`src/rtl/phase_timer_if.sv`:
```
// Control and timing-pulse bundle of phase_timer.
// The timer drives it through master; consumers use slave.
interface phase_timer_if #(
    parameter int NPHASE = 4,
    parameter int NTP    = 12,
    parameter int CW     = 8
);
    logic              STOP;
    logic              STEP;
    logic [NPHASE-1:0] PHS;
    logic [NPHASE-1:0] PHS_n;
    logic [NTP-1:0]    TP;
    logic              RT;
    logic              WT;
    logic              WT_n;
    logic              CT;
    logic              CT_n;
    logic              OVFSTB_n;
    logic              ODDSET;
    logic              EVNSET;
    logic [CW-1:0]     MCTCNT;
    logic              RUNNING;

    modport master (
        input  STOP, STEP,
        output PHS, PHS_n, TP, RT, WT, WT_n, CT, CT_n,
        output OVFSTB_n, ODDSET, EVNSET, MCTCNT, RUNNING
    );

    modport slave (
        output STOP, STEP,
        input  PHS, PHS_n, TP, RT, WT, WT_n, CT, CT_n,
        input  OVFSTB_n, ODDSET, EVNSET, MCTCNT, RUNNING
    );
endinterface

```
`src/rtl/phase_timer.sv`:
```
// Parametrised phase/timepulse generator with memory-cycle-aligned
// halt, single-cycle step and a completed-memory-cycle counter.
module phase_timer #(
    parameter int DIV    = 2,
    parameter int NPHASE = 4,
    parameter int NTP    = 12,
    parameter int RT_PH  = 0,
    parameter int WT_PH  = 1,
    parameter int CT_PH  = 2,
    parameter int OVF_TP = 1,
    parameter int CW     = 8
) (
    input  logic         CLOCK,
    input  logic         SIM_RST,
    phase_timer_if.master tim
);
    localparam int PW = (DIV > 1) ? $clog2(DIV) : 1;
    localparam int HW = $clog2(NPHASE);
    localparam int TW = $clog2(NTP);

    localparam logic [PW-1:0] PRE_MAX = PW'(DIV - 1);
    localparam logic [HW-1:0] PH_MAX  = HW'(NPHASE - 1);
    localparam logic [TW-1:0] TP_MAX  = TW'(NTP - 1);
    localparam logic [HW-1:0] RT_IDX  = HW'(RT_PH);
    localparam logic [HW-1:0] WT_IDX  = HW'(WT_PH);
    localparam logic [HW-1:0] CT_IDX  = HW'(CT_PH);
    localparam logic [TW-1:0] OVF_IDX = TW'(OVF_TP);

    typedef enum logic [1:0] {
        S_RUN,
        S_HALT,
        S_STEP
    } state_e;

    state_e        state_q, state_d;
    logic [PW-1:0] pre_q, pre_d;
    logic [HW-1:0] ph_q, ph_d;
    logic [TW-1:0] tp_q, tp_d;
    logic          odd_q, odd_d;
    logic [CW-1:0] mct_q, mct_d;
    logic          step_q;

    logic active;
    logic pre_wrap;
    logic ph_wrap;
    logic tp_wrap;
    logic eoc;
    logic step_rise;

    assign active    = (state_q != S_HALT);
    assign pre_wrap  = (pre_q == PRE_MAX);
    assign ph_wrap   = (ph_q == PH_MAX);
    assign tp_wrap   = (tp_q == TP_MAX);
    assign eoc       = active & pre_wrap & ph_wrap & tp_wrap;
    assign step_rise = tim.STEP & ~step_q;

    always_comb begin
        state_d = state_q;
        pre_d   = pre_q;
        ph_d    = ph_q;
        tp_d    = tp_q;
        odd_d   = odd_q;
        mct_d   = mct_q;

        // STOP is only honoured at the memory-cycle boundary
        unique case (state_q)
            S_RUN, S_STEP: begin
                if (eoc) state_d = tim.STOP ? S_HALT : S_RUN;
            end
            S_HALT: begin
                if (!tim.STOP)     state_d = S_RUN;
                else if (step_rise) state_d = S_STEP;
            end
            default: state_d = S_RUN;
        endcase

        if (active) begin
            pre_d = pre_wrap ? '0 : pre_q + PW'(1);
            if (pre_wrap) begin
                ph_d = ph_wrap ? '0 : ph_q + HW'(1);
                if (ph_wrap) tp_d = tp_wrap ? '0 : tp_q + TW'(1);
            end
            if (eoc) begin
                odd_d = ~odd_q;
                mct_d = mct_q + CW'(1);
            end
        end else begin
            pre_d = '0;
            ph_d  = '0;
            tp_d  = '0;
        end
    end

    always_ff @(posedge CLOCK) begin
        if (SIM_RST) begin
            state_q <= S_RUN;
            pre_q   <= '0;
            ph_q    <= '0;
            tp_q    <= '0;
            odd_q   <= 1'b1;
            mct_q   <= '0;
            step_q  <= 1'b0;
        end else begin
            state_q <= state_d;
            pre_q   <= pre_d;
            ph_q    <= ph_d;
            tp_q    <= tp_d;
            odd_q   <= odd_d;
            mct_q   <= mct_d;
            step_q  <= tim.STEP;
        end
    end

    logic [NPHASE-1:0] phs;
    logic [NTP-1:0]    tpv;

    always_comb begin
        phs = '0;
        tpv = '0;
        for (int i = 0; i < NPHASE; i++) phs[i] = active & (ph_q == HW'(i));
        for (int j = 0; j < NTP; j++)    tpv[j] = active & (tp_q == TW'(j));
    end

    assign tim.PHS      = phs;
    assign tim.PHS_n    = ~phs;
    assign tim.TP       = tpv;
    assign tim.RT       = active & (ph_q == RT_IDX);
    assign tim.WT       = active & (ph_q == WT_IDX);
    assign tim.WT_n     = ~tim.WT;
    assign tim.CT       = active & (ph_q == CT_IDX);
    assign tim.CT_n     = ~tim.CT;
    assign tim.OVFSTB_n = ~(active & (tp_q == OVF_IDX) &
                            (ph_q == CT_IDX) & (pre_q == '0));
    assign tim.ODDSET   = odd_q;
    assign tim.EVNSET   = ~odd_q;
    assign tim.MCTCNT   = mct_q;
    assign tim.RUNNING  = active;
endmodule

```
`src/flat_wrapper.sv`:
```
// flat-port wrapper written by rule: the top's interface ports become plain ports
module phase_timer_flat 
#(
    parameter int DIV    = 2,
    parameter int NPHASE = 4,
    parameter int NTP    = 12,
    parameter int RT_PH  = 0,
    parameter int WT_PH  = 1,
    parameter int CT_PH  = 2,
    parameter int OVF_TP = 1,
    parameter int CW     = 8
)
  (CLOCK, SIM_RST, tim_STOP, tim_STEP, tim_PHS, tim_PHS_n, tim_TP, tim_RT, tim_WT, tim_WT_n, tim_CT, tim_CT_n, tim_OVFSTB_n, tim_ODDSET, tim_EVNSET, tim_MCTCNT, tim_RUNNING);
  phase_timer_if #(.NPHASE(NPHASE), .NTP(NTP), .CW(CW)) tim_i ();
  input  logic CLOCK;
  input  logic SIM_RST;
  input wire logic [$bits(tim_i.STOP)-1:0] tim_STOP;
  input wire logic [$bits(tim_i.STEP)-1:0] tim_STEP;
  output wire logic [$bits(tim_i.PHS)-1:0] tim_PHS;
  output wire logic [$bits(tim_i.PHS_n)-1:0] tim_PHS_n;
  output wire logic [$bits(tim_i.TP)-1:0] tim_TP;
  output wire logic [$bits(tim_i.RT)-1:0] tim_RT;
  output wire logic [$bits(tim_i.WT)-1:0] tim_WT;
  output wire logic [$bits(tim_i.WT_n)-1:0] tim_WT_n;
  output wire logic [$bits(tim_i.CT)-1:0] tim_CT;
  output wire logic [$bits(tim_i.CT_n)-1:0] tim_CT_n;
  output wire logic [$bits(tim_i.OVFSTB_n)-1:0] tim_OVFSTB_n;
  output wire logic [$bits(tim_i.ODDSET)-1:0] tim_ODDSET;
  output wire logic [$bits(tim_i.EVNSET)-1:0] tim_EVNSET;
  output wire logic [$bits(tim_i.MCTCNT)-1:0] tim_MCTCNT;
  output wire logic [$bits(tim_i.RUNNING)-1:0] tim_RUNNING;
  assign tim_i.STOP = tim_STOP;
  assign tim_i.STEP = tim_STEP;
  assign tim_PHS = tim_i.PHS;
  assign tim_PHS_n = tim_i.PHS_n;
  assign tim_TP = tim_i.TP;
  assign tim_RT = tim_i.RT;
  assign tim_WT = tim_i.WT;
  assign tim_WT_n = tim_i.WT_n;
  assign tim_CT = tim_i.CT;
  assign tim_CT_n = tim_i.CT_n;
  assign tim_OVFSTB_n = tim_i.OVFSTB_n;
  assign tim_ODDSET = tim_i.ODDSET;
  assign tim_EVNSET = tim_i.EVNSET;
  assign tim_MCTCNT = tim_i.MCTCNT;
  assign tim_RUNNING = tim_i.RUNNING;
  phase_timer #(.DIV(DIV), .NPHASE(NPHASE), .NTP(NTP), .RT_PH(RT_PH), .WT_PH(WT_PH), .CT_PH(CT_PH), .OVF_TP(OVF_TP), .CW(CW)) u_core (.CLOCK(CLOCK), .SIM_RST(SIM_RST), .tim(tim_i));
endmodule
```
`config.mk`:
```
export PLATFORM = sky130hd
export DESIGN_NAME = phase_timer_flat
export DESIGN_NICKNAME = d
export VERILOG_FILES = /design/src/rtl/phase_timer_if.sv /design/src/rtl/phase_timer.sv /design/src/flat_wrapper.sv
export SDC_FILE = /design/constraint.sdc
export NUM_CORES = 1
export LEC_CHECK = 0
export CAP_MARGIN = 20
export CORE_MARGIN = 1
export CORE_UTILIZATION = 44
export DETAILED_ROUTE_END_ITERATION = 8
export PLACE_DENSITY = 0.87
export SETUP_SLACK_MARGIN = 0.2
export SLEW_MARGIN = 20
export SYNTH_ARGS = -nofsm -noshare
export SYNTH_HDL_FRONTEND = slang
export SYNTH_SLANG_ARGS = --single-unit
```
`constraint.sdc`:
```
create_clock -name CLOCK -period 1.7 [get_ports CLOCK]
set_input_delay 0.34 -clock CLOCK [delete_from_list [all_inputs] [get_ports CLOCK]]
set_output_delay 0.34 -clock CLOCK [all_outputs]
set_load 0.01 [all_outputs]
```
# Word-level counts from Yosys, hierarchy flattened

Cells that the tools add are included.

Register bits after elaboration: 19
Bits of input ports: 4
Logic and storage cells: 76
Output and inout port bits: 37

Reductions and logical operators: 9
Bitwise gates (word level): 30
$add $sub $neg: 4
Multiplexer cells: 7
Eq/ne operators: 19

Operator list:

| kind                | count |
|---|---|
| $and 1x1->1         | 22 |
| $eq 4x3->1 const B  | 4 |
| $eq 4x4->1 const B  | 4 |
| $add 8x1->8 const B | 1 |
| $eq 4x2->1 const B  | 2 |
| $mux 2              | 4 |
| $not 1->1           | 7 |
| $eq 2x2->1 const B  | 3 |
| $reduce_and 2->1    | 3 |
| $add 4x1->4 const B | 1 |
| $eq 2x1->1 const B  | 2 |
| $eq 4x1->1 const B  | 1 |
| $logic_not 2->1     | 2 |
| $logic_not 4->1     | 1 |
| $mux 4              | 1 |
| $ne 2x1->1 const B  | 2 |
| $not 4->4           | 1 |
| $pmux 2 s2          | 1 |
| $reduce_or 2->1     | 2 |
| $ne 3x2->1 const B  | 1 |
| $reduce_or 3->1     | 1 |
| $add 2x1->2 const B | 1 |
| $add 1x1->1 const B | 1 |
| $mux 1              | 1 |

# Logic depth before layout (Yosys ltp)

Gate-level depths: netlist of run 1.

Depth after elaboration: 6
Mapped depth: 6
Gate-level depth less buffers: 5

# Worst setup path after synthesis of run 1

No wires, ideal clock.

Kind: reg-to-reg
Start point: register u_core.ph_q[0]
End point: register u_core.mct_q[5] (netlist: u_core.tim.MCTCNT[5])
Arrival time: 1447 ps
Setup slack: 132 ps
Clock period less this slack: 1568 ps
Stages on the path, launching flop included: 6
Required time: 1579 ps
Buffers on the path: 0
Library setup time: 121 ps
Path through: dfxtp_1 ha_1 nand3_2 nor3_4 nand3_2 mux2_4

Cells in the longest elaborated chain, start to end: 4

RTL lines:

| element                           | RTL line           | text |
|---|---|---|
| from (decl)                       | phase_timer.sv:37  | `logic [HW-1:0] ph_q, ph_d;` |
| from (signal assigned)            | phase_timer.sv:106 | `ph_q <= ph_d;` |
| $eq 2x2->1                        | phase_timer.sv:52  | `assign ph_wrap = (ph_q == PH_MAX);` |
| $and 1x1->1 (2 in a row)          | phase_timer.sv:54  | `assign eoc = active & pre_wrap & ph_wrap & tp_wrap;` |
| $reduce_and 2->1 (no source line) | -                  |  |
| to (signal assigned)              | phase_timer.sv:109 | `mct_q <= mct_d;` |
| to (decl)                         | phase_timer.sv:40  | `logic [CW-1:0] mct_q, mct_d;` |

No other way between the ends.
A chain may end at the register's enable or synchronous reset.

# Worst setup path after layout of run 1

Start point: register u_core.state_q[0]
End point: output port tim_TP[11]

Cells in the longest elaborated chain, start to end: 2

RTL lines:

| element                | RTL line           | text |
|---|---|---|
| from (decl)            | phase_timer.sv:35  | `state_e state_q, state_d;` |
| from (signal assigned) | phase_timer.sv:104 | `state_q <= state_d;` |
| $ne 2x1->1             | phase_timer.sv:50  | `assign active = (state_q != S_HALT);` |
| $and 1x1->1            | phase_timer.sv:121 | `for (int j = 0; j < NTP; j++) tpv[j] = active & (tp_q == TW'(j));` |
| to (decl)              | flat_wrapper.sv:21 | `output wire logic [$bits(tim_i.TP)-1:0] tim_TP;` |

No other way between the ends.

==> impl_metrics.json, run 1 <==
{
  "run_status": "finished, violations left",
  "violations": "setup timing",
  "met2_wirelength_um": 1780,
  "drv_slew": 0,
  "crit_arrival_ns": 1.40,
  "drive_above_1_share_pct": 50.5,
  "worst_slew_margin_rel_pct": 78.0,
  "global_route_wire_length_before_repair_um": 4760,
  "final_hold_viol_count": 0,
  "htree_num_levels": 1,
  "route.vias.total": 1196,
  "die_x_um": 53.3,
  "routed_wl_um": 3210,
  "synth_compound_gate_area_share_pct": 5.41,
  "drt-wirelength-per-cell_um": 14.1,
  "worst_skew_pair.late_latency_ns": 0.30,
  "cellPowerDensity_nw_per_um2": 433,
  "synth-edff-count": 0,
  "synthXorXnorAreaFrac_pct": 3.79,
  "critical_path.slowest_cell": "dfxtp_2",
  "largest_net_degree_at_the_start_of_global_routing": 11,
  "tritoncts": "yes",
  "worst_slew_pin_slew_ns": 0.326,
  "met3WireLength_um": 166,
  "hpwl_um": 2090,
  "mappedNetlistArea_um2": 1160,
  "insertedDiodeCount": 0,
  "cpMostUsedCell": "buf_6",
  "layoutNonFillerInstCount": 228,
  "numPortBuffers": 40,
  "postCtsHoldBufs": 0,
  "detail-route-antenna-nets": 0,
  "areaGrowthSynthToFinish_pct": 66.0,
  "synth_common_cells": "19 x dfxtp_1, 16 x nor2_1, 10 x inv_1, 10 x nand2_1, 9 x ha_1",
  "post_drt_via_cell_ratio": 5.25,
  "synth.top_cells.by_area": "dfxtp_1 33%, ha_1 9.7%, nor2_1 5.2%",
  "ffs_w_async_s_r_synth_pct": 0,
  "finClkSkew_ns": 0.00257,
  "worstPathCellList": "nor2b_4, clkinv_4, buf_6, and2_4, buf_6",
  "ys_warn_count": 0,
  "gr-total-overflow": 0,
  "final_design_area_no_fill_um2": 1920,
  "critPathRequiredTime_ns": 1.36,
  "vdd_drop_max_uv": 624,
  "timing.setup.tns_ns": -0.120,
  "rsz0062_at_grt": "true",
  "clk_transition_reported_paths_ns": 0.10,
  "synth.avg_cell_area_um2": 8.32,
  "critical_path_class": "register to output port",
  "maximum_number_of_buffers_from_clock_root_to_sink": 2,
  "p_leak_nw": 0.840,
  "die_y_um": 53.3,
  "setup_slack_ns": -0.0448,
  "setup_violations": 5,
  "synth_seq_area_share_pct": 32.9,
  "detailedRoute.firstPassIterationCount": 4,
  "post-route-min-period_ns": 1.74,
  "core_area_um2": 2480,
  "ys_types": 33,
  "drc": 0,
  "floorplan.initialDensity_pct": 46.7,
  "post_synth_inst_count": 139,
  "topRoutingLayerUsed": "met4",
  "critPathMaxStageDelay_ns": 0.35,
  "grt_pass1_vias": 1131,
  "drt_iter0_drc": 8,
  "synth_top_family_by_area": "simple AND/OR/NAND/NOR gates",
  "cts.sinks": 19,
  "endpoint_kind": "output port",
  "netlist.area_leader.share_pct": 32.9,
  "yosys.area_share.simple_pct": 35.5,
  "cts_root_buffer": "clkbuf_4",
  "detailedPlace.worstSlack_ns": -0.0735,
  "fin_crit_sh_pct": 103,
  "synth.mux.area_fraction_pct": 3.03,
  "min-delay-path-class": "register to register",
  "finalNetCount": 212,
  "num_rows": 18,
  "synth_top_flop_cell": "dfxtp_1",
  "grt_usage_pct": 23.3,
  "timing.critical_path.from_type": "register",
  "die_area_um2": 2840,
  "gpl.final_weighted_congestion": 0.860,
  "postSynthNetCount": 152,
  "fmaxAchievable_mhz": 573,
  "most_numerous_cell_in_the_yosys_netlist": "dfxtp_1",
  "post-synth-top-area-cell": "dfxtp_1",
  "postSynthRegisterBits": 19,
  "worst_path_max_fanout": 6,
  "met1_length_um": 1190,
  "synth_adder_area_share_pct": 9.74,
  "drv_cap": 0,
  "design.portCount": 41,
  "grt_antenna_before_repair": 0,
  "fill_cell_count": 169,
  "cts_buffers": 3,
  "area_after_detailed_placement_um2": 1650,
  "placed_cells": 213
}
## area by class of cell
type	count	area (um^2)	share of cell area [%]
flip-flops and latches	19	405	21.1
clock buffers	4	26.3	1.37
multi-input cells	100	797	41.5
inverters	11	51.3	2.67
well taps	30	37.5	1.96
repair buffers	64	602	31.4
## cell usage in the layout (no fill, tap or decap), types with 3 or more instances in the layout
cell	count
and2_1	3
nand2b_1	4
nand2_4	4
and3_4	3
buf_2	6
clkdlybuf4s50_1	3
nor2b_1	3
dlygate4sd2_1	10
dfxtp_1	7
nand2_1	6
nor3_1	5
and2_4	5
buf_4	14
ha_1	5
buf_6	31
nor2_1	14
dfxtp_4	4
a21oi_1	7
dfxtp_2	8
inv_1	6
xnor2_1	5
nand3_1	6
clkbuf_4	3
## flip-flops by register name, summed over array words and instances, names as in the netlist
signal / flops
u_core.tim.ODDSET: 1
u_core.state_q: 2
u_core.ph_q: 2
u_core.tim.MCTCNT: 8
u_core.tp_q: 4
u_core.step_q: 1
u_core.pre_q: 1
## through the flow
stage | utilization, % | power, mW | hold WS (ns)
4_1_cts | 72.4 | 0.831 | 0.520
3_3_place_gp | 66.4 | 0.577 | 0.499
2_1_floorplan | - | 0.532 | 0.464
5_1_grt | 77.5 | 0.874 | 0.544
6_report | 77.5 | 0.832 | 0.524
3_5_place_dp | 66.4 | 0.580 | 0.504
## report_power, final
part           switching [mW]  internal, mW
Combinational          0.0660        0.0852
Sequential            0.00902         0.447
Clock                   0.133        0.0915
## per-layer routing
layer | vias up | track usage, %
li1 | 577 | -
met2 | 52 | 49.4
met5 | - | 0
met3 | 9 | 2.30
met1 | 558 | 21.7
met4 | 0 | 8.77
## logic make-up after synthesis
kind of cell | Yosys count
AOI/OAI and AO/OA | 11
xor gates and xnor gates | 5
adders and majority gates | 9
buffers and inverters | 20
DFF | 19
muxes | 3
and+or+nand+nor | 72
## worst paths after layout
kind | depth (start not counted) | startpoint | slack (ns) | to
worst max-delay path | 5 | u_core.state_q[0]$_SDFFE_PP0P_ | -0.04 | tim_TP[11]
worst min-delay path | 2 | u_core.tim.MCTCNT[6]$_SDFFE_PP0P_ | 0.52 | u_core.tim.MCTCNT[6]$_SDFFE_PP0P_
worst max register to register | 6 | u_core.tp_q[0]$_SDFFE_PP0P_ | 0.22 | u_core.tim.MCTCNT[5]$_SDFFE_PP0P_
worst min register to register | 2 | u_core.tim.MCTCNT[6]$_SDFFE_PP0P_ | 0.52 | u_core.tim.MCTCNT[6]$_SDFFE_PP0P_
## timing repair
action,4_1_cts,5_1_grt
setup endpoints to repair,41,35
gates resized for setup,171,25
gates cloned,0,0
endpoints found under the hold margin,0,0
setup buffers,10,1
pin swaps,13,5
## worst max-delay path, delay by kind of cell, from the launching register on
family,cells,cell delay [ns]
DFF,1,0.35
buffers and inverters,3,0.39
and+or+nand+nor,2,0.37
(Power assumes the default switching activity.)
==> run 2, diff against run 1 <==
Settings changed: CTS_CLUSTER_DIAMETER set to 80.
==> results of run 2 <==
No change in the layout: final DEF, timing and power equal those of run 1.
==> run 3, diff against run 2 <==
Settings changed: PLACE_DENSITY 0.87 to 0.8.
==> impl_metrics.json, run 3 (synthesis results as in run 1) <==
{
  "net-switching-power_mw": 0.214,
  "setup_violations": 6,
  "worstSetupEndpoint": "tim_OVFSTB_n",
  "crit_start": "u_core.state_q[0]$_SDFFE_PP0P_",
  "die_area_um2": 2840,
  "ff2ff_path_depth": 6,
  "number_of_flip_flops_in_the_largest_register": 8,
  "internal_power_mw": 0.611,
  "worstPathCellList": "nor2b_4, buf_6, nor3_4, and2_1, nand3_1, buf_2",
  "cts.sinks": 19,
  "largest_net_degree_at_the_start_of_global_routing": 12,
  "area_after_detailed_placement_um2": 1650,
  "gpl.final_weighted_congestion": 0.849,
  "placed_cells": 213,
  "fmaxAchievable_mhz": 576,
  "post-route-min-period_ns": 1.74,
  "p_comb_share_pct": 17.0,
  "drc": 0,
  "areaGrowthSynthToFinish_pct": 60.4,
  "pwr-share-seq_pct": 55.1,
  "fin_crit_sh_pct": 102,
  "die_x_um": 53.3,
  "critical_path_class": "register to output port",
  "worst_slew_margin_rel_pct": 79.7,
  "core_area_um2": 2480,
  "worst_path_max_fanout": 4,
  "run_status": "finished, violations left",
  "critPathMaxStageDelay_ns": 0.34,
  "cts_buffers": 3,
  "crit_arrival_ns": 1.40,
  "final_cell_mix": "25 x buf_6, 14 x nor2_1, 14 x buf_4",
  "route.vias.total": 1153,
  "drv_cap": 0,
  "p_leak_nw": 0.829,
  "p_total_mw": 0.825,
  "floorplan.initialDensity_pct": 46.7,
  "violations": "setup timing",
  "numPortBuffers": 40,
  "swShare_pct": 25.9,
  "setup_slack_ns": -0.0355,
  "routed_wl_um": 2990,
  "finClkSkew_ns": 0.00733,
  "tritoncts": "yes",
  "fill_cell_count": 183,
  "insertedDiodeCount": 0,
  "grt_usage_pct": 22.8,
  "detail-route-antenna-nets": 0,
  "vdd_drop_max_uv": 520,
  "gr-total-overflow": 0,
  "rsz0062_at_grt": "true",
  "r2r_start": "u_core.ph_q[0]$_SDFFE_PP0P_",
  "die_y_um": 53.3,
  "hpwl_um": 1990,
  "most_common_cell_after_layout_fill_and_taps_aside": "buf_6",
  "drt_iter0_drc": 17,
  "worst_skew_pair.late_latency_ns": 0.30,
  "worst_slew_pin_slew_ns": 0.304,
  "clkPwrFrac_pct": 27.9,
  "detailedRoute.firstPassIterationCount": 4,
  "drt-wirelength-per-cell_um": 13.2,
  "regToRegSetupSlack_ns": 0.13,
  "worst_r2r_endpoint": "u_core.tim.MCTCNT[5]$_SDFFE_PP0P_",
  "critical_path.slowest_cell": "dfxtp_2",
  "post_drt_via_cell_ratio": 5.10,
  "grt_antenna_before_repair": 0,
  "maximum_number_of_buffers_from_clock_root_to_sink": 2,
  "finalHoldWorstSlack_ns": 0.514,
  "timing.critical_path.from_type": "register",
  "critPathRequiredTime_ns": 1.36,
  "drive_above_1_share_pct": 48.0,
  "clk_transition_reported_paths_ns": 0.11,
  "final_design_area_no_fill_um2": 1850,
  "htree_num_levels": 1,
  "min-delay-path-class": "register to register",
  "cellPowerDensity_nw_per_um2": 445,
  "finalNetCount": 210,
  "cts_root_buffer": "clkbuf_4",
  "layoutNonFillerInstCount": 226,
  "grt_pass1_vias": 1067,
  "final_hold_viol_count": 0,
  "postCtsHoldBufs": 0,
  "drv_slew": 0,
  "num_rows": 18,
  "global_route_wire_length_before_repair_um": 4700,
  "design.portCount": 41,
  "endpoint_kind": "output port"
}
run 3: critical path, delay by kind of cell, from the launching register on:
family / cells / cell delay [ns]
simple gates: 4 / 0.50
flops: 1 / 0.34
buf+inv: 2 / 0.26
run 3: repair_timing:
action,CTS,global route
resized for setup,167,17
endpoints found under the setup margin,43,35
pin swaps,12,8
setup buffers,8,1
run 3: how the worst min path moves through the flow:
| stage | startpoint | endpoint | slack (ns) | depth (start not counted) |
|---|---|---|---|---|
| after floorplan | u_core.tp_q[1]$_SDFFE_PP0P_ | u_core.tp_q[1]$_SDFFE_PP0P_ | 0.46 | 2 |
| after global placement | u_core.tim.MCTCNT[6]$_SDFFE_PP0P_ | u_core.tim.MCTCNT[6]$_SDFFE_PP0P_ | 0.50 | 2 |
| after detailed placement | u_core.tim.MCTCNT[6]$_SDFFE_PP0P_ | u_core.tim.MCTCNT[6]$_SDFFE_PP0P_ | 0.50 | 2 |
| after CTS | u_core.state_q[1]$_SDFFE_PP0P_ | u_core.state_q[1]$_SDFFE_PP0P_ | 0.51 | 2 |
| after global routing | u_core.tim.MCTCNT[6]$_SDFFE_PP0P_ | u_core.tim.MCTCNT[6]$_SDFFE_PP0P_ | 0.57 | 2 |
| final | u_core.tim.MCTCNT[6]$_SDFFE_PP0P_ | u_core.tim.MCTCNT[6]$_SDFFE_PP0P_ | 0.51 | 2 |
run 3: power groups by stage:
stage	combinational (mW)	clock, mW	sequential (mW)
finish	0.140	0.230	0.454
global placement	0.109	0	0.468
CTS	0.127	0.233	0.454
detailed placement	0.111	0	0.469
floorplan	0.0646	0	0.467
global route	0.152	0.256	0.455
run 3: routing by layer:
layer | global-route usage (%) | wire length [um]
met5 | 0 | 0
met4 | 8.77 | 30
met3 | 2.30 | 198
met2 | 42.9 | 1610
met1 | 25.5 | 1160
run 3: through the flow:
stage / setup TNS [ns] / setup slack, ns / util (%)
after floorplan: 0 / 0.145 / -
after global placement: -0.0225 / -0.0206 / 66.4
after detailed placement: -0.256 / -0.0670 / 66.4
after CTS: -0.0325 / -0.0325 / 71.6
after global routing: -0.958 / -0.123 / 74.8
final: -0.0873 / -0.0355 / 74.8
run 3: layout make-up:
type	instances	area (um^2)	area share [%]
timing repair buffer	62	554	29.9
sequential	19	404	21.8
tap	30	37.5	2.02
multi-input combinational	100	777	41.9
clock inverter	1	5.00	0.270
clock buffer	3	22.5	1.21
inverter	11	53.8	2.90
